[config.mk]
export PLATFORM = sky130hd
export DESIGN_NAME = uart_rx_frame_flat
export DESIGN_NICKNAME = d
export VERILOG_FILES = /design/src/rtl/uart_rx_frame_if.sv /design/src/rtl/uart_rx_frame.sv /design/src/flat_wrapper.sv
export SDC_FILE = /design/constraint.sdc
export NUM_CORES = 1
export LEC_CHECK = 0
export CORE_MARGIN = 2
export CORE_UTILIZATION = 62
export CTS_BUF_LIST = sky130_fd_sc_hd__clkbuf_8
export DETAILED_ROUTE_END_ITERATION = 6
export PLACE_DENSITY_LB_ADDON = 0.3
export SLEW_MARGIN = 0
export SYNTH_ARGS = -nofsm -noshare
export SYNTH_HDL_FRONTEND = slang
export SYNTH_SLANG_ARGS = --single-unit
[constraint.sdc]
create_clock -name sysclk -period 4 [get_ports sysclk]
set_input_delay 0.8 -clock sysclk [delete_from_list [all_inputs] [get_ports sysclk]]
set_output_delay 0.8 -clock sysclk [all_outputs]
set_load 0.05 [all_outputs]
[src/rtl/uart_rx_frame_if.sv]
// Receive-data handshake between uart_rx_frame and the peripheral register file.
// master: the receiver (drives data and flags); slave: the register file (drives rx_ack).
interface uart_rx_frame_if;
  logic       rx_ack;
  logic [7:0] rx_data;
  logic       rx_valid;
  logic       frame_err;
  logic       overrun;

  modport master (
    input  rx_ack,
    output rx_data,
    output rx_valid,
    output frame_err,
    output overrun
  );

  modport slave (
    output rx_ack,
    input  rx_data,
    input  rx_valid,
    input  frame_err,
    input  overrun
  );
endinterface

[src/rtl/uart_rx_frame.sv]
// UART 8N1 receiver, 16x oversampling, valid/ack handshake with sticky error flags.
// Define UART_RX_MAJORITY_EN for 2-of-3 majority sampling at tick indices 7/8/9.
module uart_rx_frame #(
  parameter int unsigned CLK_FREQ = 100000000,
  parameter int unsigned BAUD     = 9600,
  parameter int unsigned OVS      = 16
) (
  input  logic            sysclk,
  input  logic            reset,
  input  logic            PC_Uart_rxd,
  uart_rx_frame_if.master rx
);

  localparam int unsigned DIV = CLK_FREQ / (BAUD * OVS);
  localparam int unsigned DW  = (DIV > 1) ? $clog2(DIV) : 1;
  localparam logic [DW-1:0] DIV_LAST = DW'(DIV - 1);
`ifdef UART_RX_MAJORITY_EN
  localparam logic [3:0] DEC_IDX = 4'd9;
`else
  localparam logic [3:0] DEC_IDX = 4'd8;
`endif

  typedef enum logic [2:0] {
    IDLE,
    START,
    DATA,
    STOP,
    BREAK
  } state_t;

  state_t state, state_nx;

  logic          sync1, rxs;
  logic [DW-1:0] div_cnt;
  logic [3:0]    scnt;
  logic          tick, decide, samp;
  logic          dec_vld, bitv;
  logic [2:0]    bidx;
  logic [7:0]    shreg;

  logic          run, clr_idx, shift_en, load_ok, set_ferr;

  logic [7:0]    data_q;
  logic          valid_q, ferr_q, ovr_q;

  // Two-flop synchroniser; idles high so reset does not look like a start bit.
  always_ff @(posedge sysclk or negedge reset) begin
    if (!reset) begin
      sync1 <= 1'b1;
      rxs   <= 1'b1;
    end else begin
      sync1 <= PC_Uart_rxd;
      rxs   <= sync1;
    end
  end

  // Divider and sample counter are held at zero outside a frame so the first
  // tick lands DIV cycles after START is entered.
  assign tick   = run && (div_cnt == DIV_LAST);
  assign decide = tick && (scnt == DEC_IDX);

  always_ff @(posedge sysclk or negedge reset) begin
    if (!reset) begin
      div_cnt <= '0;
      scnt    <= '0;
    end else if (!run) begin
      div_cnt <= '0;
      scnt    <= '0;
    end else if (tick) begin
      div_cnt <= '0;
      scnt    <= scnt + 4'd1;
    end else begin
      div_cnt <= div_cnt + DW'(1);
    end
  end

`ifdef UART_RX_MAJORITY_EN
  logic s7, s8;

  always_ff @(posedge sysclk or negedge reset) begin
    if (!reset) begin
      s7 <= 1'b1;
      s8 <= 1'b1;
    end else if (tick) begin
      if (scnt == 4'd7) s7 <= rxs;
      if (scnt == 4'd8) s8 <= rxs;
    end
  end

  assign samp = (s7 & s8) | (s7 & rxs) | (s8 & rxs);
`else
  assign samp = rxs;
`endif

  // The bit decision is registered; the FSM acts on it one cycle later.
  always_ff @(posedge sysclk or negedge reset) begin
    if (!reset) begin
      dec_vld <= 1'b0;
      bitv    <= 1'b1;
    end else begin
      dec_vld <= decide;
      if (decide) bitv <= samp;
    end
  end

  always_ff @(posedge sysclk or negedge reset) begin
    if (!reset) state <= IDLE;
    else        state <= state_nx;
  end

  always_comb begin
    state_nx = state;
    case (state)
      IDLE:    if (!rxs)                     state_nx = START;
      START:   if (dec_vld)                  state_nx = bitv ? IDLE : DATA;
      DATA:    if (dec_vld && bidx == 3'd7)  state_nx = STOP;
      STOP:    if (dec_vld)                  state_nx = bitv ? IDLE : BREAK;
      BREAK:   if (rxs)                      state_nx = IDLE;
      default:                               state_nx = IDLE;
    endcase
  end

  always_comb begin
    run      = 1'b0;
    clr_idx  = 1'b0;
    shift_en = 1'b0;
    load_ok  = 1'b0;
    set_ferr = 1'b0;
    case (state)
      START: begin
        run     = 1'b1;
        clr_idx = 1'b1;
      end
      DATA: begin
        run      = 1'b1;
        shift_en = dec_vld;
      end
      STOP: begin
        run      = 1'b1;
        load_ok  = dec_vld && bitv;
        set_ferr = dec_vld && !bitv;
      end
      default: ;
    endcase
  end

  always_ff @(posedge sysclk or negedge reset) begin
    if (!reset) begin
      bidx  <= '0;
      shreg <= '0;
    end else begin
      if (clr_idx) bidx <= '0;
      if (shift_en) begin
        shreg[bidx] <= bitv;
        bidx        <= bidx + 3'd1;
      end
    end
  end

  // A completing byte takes priority over a same-cycle ack: the new byte
  // stays valid while the ack still clears both flags.
  always_ff @(posedge sysclk or negedge reset) begin
    if (!reset) begin
      data_q  <= '0;
      valid_q <= 1'b0;
      ferr_q  <= 1'b0;
      ovr_q   <= 1'b0;
    end else if (load_ok) begin
      data_q  <= shreg;
      valid_q <= 1'b1;
      ovr_q   <= rx.rx_ack ? 1'b0 : (ovr_q | valid_q);
      ferr_q  <= rx.rx_ack ? 1'b0 : ferr_q;
    end else begin
      if (rx.rx_ack) begin
        valid_q <= 1'b0;
        ovr_q   <= 1'b0;
      end
      ferr_q <= set_ferr | (ferr_q & ~rx.rx_ack);
    end
  end

  assign rx.rx_data   = data_q;
  assign rx.rx_valid  = valid_q;
  assign rx.frame_err = ferr_q;
  assign rx.overrun   = ovr_q;

endmodule

[src/flat_wrapper.sv]
// flat-port wrapper written by rule: the top's interface ports become plain ports
module uart_rx_frame_flat 
#(
  parameter int unsigned CLK_FREQ = 100000000,
  parameter int unsigned BAUD     = 9600,
  parameter int unsigned OVS      = 16
)
  (sysclk, reset, PC_Uart_rxd, rx_rx_ack, rx_rx_data, rx_rx_valid, rx_frame_err, rx_overrun);
  uart_rx_frame_if rx_i ();
  input  logic sysclk;
  input  logic reset;
  input  logic PC_Uart_rxd;
  input wire logic [$bits(rx_i.rx_ack)-1:0] rx_rx_ack;
  output wire logic [$bits(rx_i.rx_data)-1:0] rx_rx_data;
  output wire logic [$bits(rx_i.rx_valid)-1:0] rx_rx_valid;
  output wire logic [$bits(rx_i.frame_err)-1:0] rx_frame_err;
  output wire logic [$bits(rx_i.overrun)-1:0] rx_overrun;
  assign rx_i.rx_ack = rx_rx_ack;
  assign rx_rx_data = rx_i.rx_data;
  assign rx_rx_valid = rx_i.rx_valid;
  assign rx_frame_err = rx_i.frame_err;
  assign rx_overrun = rx_i.overrun;
  uart_rx_frame #(.CLK_FREQ(CLK_FREQ), .BAUD(BAUD), .OVS(OVS)) u_core (.sysclk(sysclk), .reset(reset), .PC_Uart_rxd(PC_Uart_rxd), .rx(rx_i));
endmodule
After elaboration in Yosys (flattened, before gate mapping)
Cells that the tools add are included.
{"block": "word_totals", "ff_bits": 43, "input_bits": 4, "output_inout_bits": 11, "elab_cells": 75}
{"block": "op_classes", "addsub": 3, "magnitude_cmp": 2, "n_eq_ne": 14, "n_mux": 27, "n_bitwise": 4, "n_reduce_logical": 12}
{"cell": "2-to-1 mux 3 bit", "n": 8}
{"cell": "2-to-1 mux 10 bit", "n": 2}
{"cell": "one-hot mux 3 bit (5 select lines)", "n": 1}
{"cell": "2-to-1 mux 1 bit", "n": 11}
{"cell": "adder 10 x 1 -> 10 bit (second input constant)", "n": 1}
{"cell": "equality test 10 bit (second input constant)", "n": 1}
{"cell": "inequality test 2 x 1 -> 1 bit (second input constant)", "n": 5}
{"cell": "bitwise mux 8 bit", "n": 1}
{"cell": "2-to-1 mux 4 bit", "n": 2}
{"cell": "equality test 3 x 2 -> 1 bit (second input constant)", "n": 2}
{"cell": "equality test 3 bit (second input constant)", "n": 2}
{"cell": "logical AND 1 bit", "n": 6}
{"cell": "AND reduction 5 bit", "n": 1}
{"cell": "adder 4 x 1 -> 4 bit (second input constant)", "n": 1}
{"cell": "equality test 4 bit (second input constant)", "n": 1}
{"cell": "< comparator 3 x 4 -> 1 bit (second input constant)", "n": 1}
{"cell": "inequality test 2 bit (second input constant)", "n": 2}
{"cell": "nonzero test 2 bit", "n": 2}
{"cell": "adder 3 x 1 -> 3 bit (second input constant)", "n": 1}
{"cell": "demux 1 bit (select 3 bit)", "n": 1}
{"cell": "equality test 3 x 1 -> 1 bit (second input constant)", "n": 1}
{"cell": ">= comparator 3 x 1 -> 1 bit (second input constant)", "n": 1}
{"cell": "logical NOT 3 bit", "n": 1}
{"cell": "OR reduction 3 bit", "n": 1}
{"cell": "other kinds (5)", "n": 6}

Logic depth before layout (Yosys ltp)
{"block": "depth", "ltp_word": 6, "ltp_mapped": 7, "depth_no_buf": 6}

Worst setup path after synthesis
OpenSTA, ideal clock, no wires.
{"block": "synth_timing", "path_kind": "register to register", "start": "reg u_core.div_cnt[0]", "end": "reg u_core.bitv", "setup_time_ps": 85, "arrival_ps": 1479, "required_time_ps": 3915, "slack_ps": 2436, "path_stages_with_launch": 7, "path_buffers": 0, "synth_period_minus_slack_ps": 1564, "cell_sequence": "dfrtp_1 inv_1 ha_1 and3b_1 nand3_4 nor4_4 mux2_1"}
{"block": "synth_between", "elab_chain_cells": 3}
{"element": "start: declaration", "line_no": "uart_rx_frame.sv:34", "rtl": "logic [DW-1:0] div_cnt;"}
{"element": "start signal: assignment", "line_no": "uart_rx_frame.sv:73", "rtl": "div_cnt <= div_cnt + DW'(1);"}
{"element": "equality test 10 bit", "line_no": "uart_rx_frame.sv:59", "rtl": "assign tick = run && (div_cnt == DIV_LAST);"}
{"element": "logical AND 1 bit", "line_no": "uart_rx_frame.sv:59"}
{"element": "logical AND 1 bit", "line_no": "uart_rx_frame.sv:60", "rtl": "assign decide = tick && (scnt == DEC_IDX);"}
{"element": "via u_core.decide", "line_no": "uart_rx_frame.sv:36", "rtl": "logic tick, decide, samp;"}
{"element": "end signal: assignment", "line_no": "uart_rx_frame.sv:102", "rtl": "if (decide) bitv <= samp;"}
{"element": "end: declaration", "line_no": "uart_rx_frame.sv:37", "rtl": "logic dec_vld, bitv;"}
The timed path passes the listed nets, and every way through them passes these cells.
A chain may end at the register's enable or synchronous reset.

Final worst setup path
{"block": "layout_timing", "start": "reg u_core.valid_q (netlist: u_core.rx.rx_valid)", "end": "out rx_rx_valid"}
{"element": "start: declaration", "line_no": "uart_rx_frame.sv:44", "rtl": "logic valid_q, ferr_q, ovr_q;"}
{"element": "start signal: assignment", "line_no": "uart_rx_frame.sv:165", "rtl": "valid_q <= 1'b0;"}
{"element": "start signal: assignment", "line_no": "uart_rx_frame.sv:170", "rtl": "valid_q <= 1'b1;"}
{"element": "start signal: assignment", "line_no": "uart_rx_frame.sv:175", "rtl": "valid_q <= 1'b0;"}
{"element": "end: declaration", "line_no": "flat_wrapper.sv:15", "rtl": "output wire logic [$bits(rx_i.rx_valid)-1:0] rx_rx_valid;"}
No word-level cell between the ends.

==> parameters.txt <==
Parameter                              Value

Hold path
  Class of the tightest hold or removal check    flip-flop to flip-flop
  Beginning of the worst hold path    u_core.sync1$_DFF_PN1_
  Number of stages on the worst hold path    0

Floorplanning
  Die span in y    61 um
  Placeable core region    3080 um2
  Ports    15
  Die width    61 um
  Number of standard-cell rows in the floorplan    20
  Initial Utilization    65.4%
  Die outline area    3720 um2

Timing
  Post-route fraction of the period consumed by the critical path    56.5%
  Fmax achieved    443 MHz
  Tightest Pin Transition    905 ps
  Sum Neg Setup Slack    0 ps
  RSZ-0062 raised after global routing    no
  Remaining max-slew budget at the tightest pin    39.7%
  Pins over their slew limit    0
  Worst hold slack across all endpoints    361 ps
  Number of hold violations in the final report    0
  Final critical delay including setup and external delays    2260 ps
  Setup Skew    6.98 ps
  Final count of negative-setup-slack endpoints    0

Route
  Via density per instance    5.47
  Number of nets with antenna violations after routing    0
  Vias post-DR    1,257
  Pre-Repair DR Iteration Count    4
  Average wire per standard cell    13.9 um
  Total DRC errors in the routed layout    0
  Drt total wl    3200 um
  Number of violations reported at the end of detailed-routing iteration 0    100

Pwr
  Maximum VDD drop    0.000266 V
  Pwr Density    313 nW/um2
  Static Leak    1.06 nW

Worst setup path
  Crit path capture type    primary output
  Worst setup SP type    flip-flop
  WP buf/inv    1
  Max FO, Critical Path    3
  CP Data Arrival Time    1460 ps
  Kind of critical path    flip-flop to primary output
  Slowest cell on the critical path    clkdlybuf4s50_1
  Critical Path RT    3200 ps
  Source of the critical timing path    u_core.rx.rx_valid$_DFFE_PN0P_
  Crit Reg-Reg Startpoint    u_core.state[1]$_DFFE_PN0P_
  Slowest Stage Delay on Critical Path    810 ps
  CP Cell Sequence    clkdlybuf4s50_1
  Count of cells along the worst register-to-register path    3
  CP Depth    1
  Top Family by Delay on Critical Path    buffers and inverters

Placed design
  Detailed placer's ending HPWL    2190 um
  Number of buffers added on ports    14
  Last weighted congestion value of the routability-driven placer    0.755
  Placed instance area    2150 um2

Yosys
  Share of synthesized flip-flops with an asynchronous set or reset    100%
  Post-Syn Instances    171
  FF+latch count, synth    43
  Top FF cell, synth    dfrtp_1
  Synthesized cell area    2010 um2
  Share of synthesized area occupied by flip-flops and latches    53.6%
  Number of nets produced by synthesis    181
  Number of enable flip-flop cells after synthesis    0
  Number of warnings issued by yosys    0
  Count of different cell masters after synthesis    36
  Area share of the largest cell type after synthesis    49.7%
  Synth top area cells    dfrtp_1, mux2_2, dfstp_2, ha_1, nor2_1
  Synthesized area per cell    11.8 um2
  Cell type with the largest total area after synthesis    dfrtp_1

GRT
  Overflow after GRT    0
  Antenna violations before repair    0
  Met2 Track Usage GR    31.2%
  Routing layer with the top usage in global route    met2
  Via count of the first global-routing pass    1,239
  Global-route met1 utilization    28.4%
  Global-route wire length before repair    5530 um
  Global routing usage on met3    4.69%
  GRT Overall Usage    20.6%
  Pin count of the biggest net entering global routing    44

Clock tree
  Resize count post-CTS    0
  Htree depth    2
  Num CTS Buffers    5
  Clock latency on the worst-skew pair    290 ps
  TritonCTS clock tree    yes
  Number of sinks driven by the clock tree    43
  Clock-pin transition on the worst setup and hold timing paths    70 ps
  Post-CTS setup repair buffer count    0
  CTS Hold Bufs    0
  Max Root-Sink Buffers    2
  Clock root buffer    clkbuf_8

Layout
  Number of inserted diodes    0
  Total Nets Final    195
  Relative area change from synthesis to final layout    10.9%
  Share of layout cells above drive strength 1    20.4%
  Post-Layout Inst Area    2230 um2

Run status
  Result of the run    complete, no violations

Flow run
  Max-capacitance violation count    0
routing by layer:
layer	wire, um	share of wire, %
met4	21	0.66
met3	143	4.5
met5	0	0
met2	1560	49
met1	1470	46
sequential cells by signal (all words and copies together), names as in the netlist:
register / cells
u_core.sync1: 1
u_core.bitv: 1
u_core.scnt: 4
u_core.state: 3
u_core.dec_vld: 1
u_core.rx.rx_valid: 1
u_core.rx.frame_err: 1
u_core.bidx: 3
u_core.rxs: 1
u_core.rx.overrun: 1
u_core.shreg: 8
u_core.rx.rx_data: 8
u_core.div_cnt: 10
cells by family after synthesis:
family | count (synthesis) | synth area share (%)
flip-flops | 43 | 53.6
AND/OR/NAND/NOR | 62 | 19.2
XOR/XNOR | 10 | 4.35
buffers and inverters | 15 | 4.10
adder cells (fa/ha/maj) | 6 | 3.73
multiplexers | 19 | 10.6
AO/OA/AOI/OAI | 16 | 4.47
final cells by class:
type                            instances  area [um2]
Clock buffer                            5        68.8
Clock inverter                          3        12.5
Multi-Input combinational cell        113         852
Tap cell                               44        55.1
Fill cell                             221         845
Timing Repair Buffer                   14         135
Inverter                                8        30.0
Sequential cell                        43        1080
where the power goes:
group | internal, mW | switching [mW] | total, mW
logic | 0.00224 | 0.00851 | 0.0107
clock network | 0.117 | 0.134 | 0.252
registers | 0.436 | 0.000560 | 0.437
total | 0.556 | 0.144 | 0.699
cells in the final DEF (no fill, tap or decap), types with 2 or more instances in the layout:
cell	instances
nor3b_2	3
xnor2_1	7
nand2_1	9
nand3_1	7
inv_1	10
a21oi_1	5
xor2_1	3
mux2_2	17
clkbuf_8	5
and2b_2	2
and3_1	2
dfrtp_1	40
o21ai_0	8
nand3b_1	3
ha_1	6
nand2b_1	2
dfstp_2	3
nor2_1	20
nor3_1	4
clkdlybuf4s50_1	13
through the flow:
stage                     std cells  setup slack (ps)  power [mW]  util, %
after floorplan                 171              2440       0.446        -
after global placement          222              2060       0.456     69.9
after detailed placement        222              2040       0.457     69.9
after CTS                       230              1720       0.712     72.6
after global routing            230              1690       0.728     72.6
final                           230              1740       0.699     72.6
final timing paths:
check | end | slack, ps
hold / removal | u_core.rxs$_DFF_PN1_ | 360
setup reg to reg | u_core.div_cnt[3]$_DFF_PN0_ | 2120
hold reg to reg | u_core.rxs$_DFF_PN1_ | 360
max in group asynchronous | u_core.shreg[7]$_DFFE_PN0P_ | 2790
setup / recovery | rx_rx_valid | 1740
min in group asynchronous | u_core.scnt[3]$_DFFE_PN0P_ | 630
synthesized netlist by cell type (all sizes together) (3+ instances only):
cell type,instances
nor2,20
ha,6
nand3,8
nand3b,4
o21ai,8
a21oi,5
dfrtp,40
dfstp,3
buf,6
nor3b,3
xnor2,7
mux2,18
nand2,9
nor3,4
inv,8
xor2,3
(Power assumes the default switching activity.)
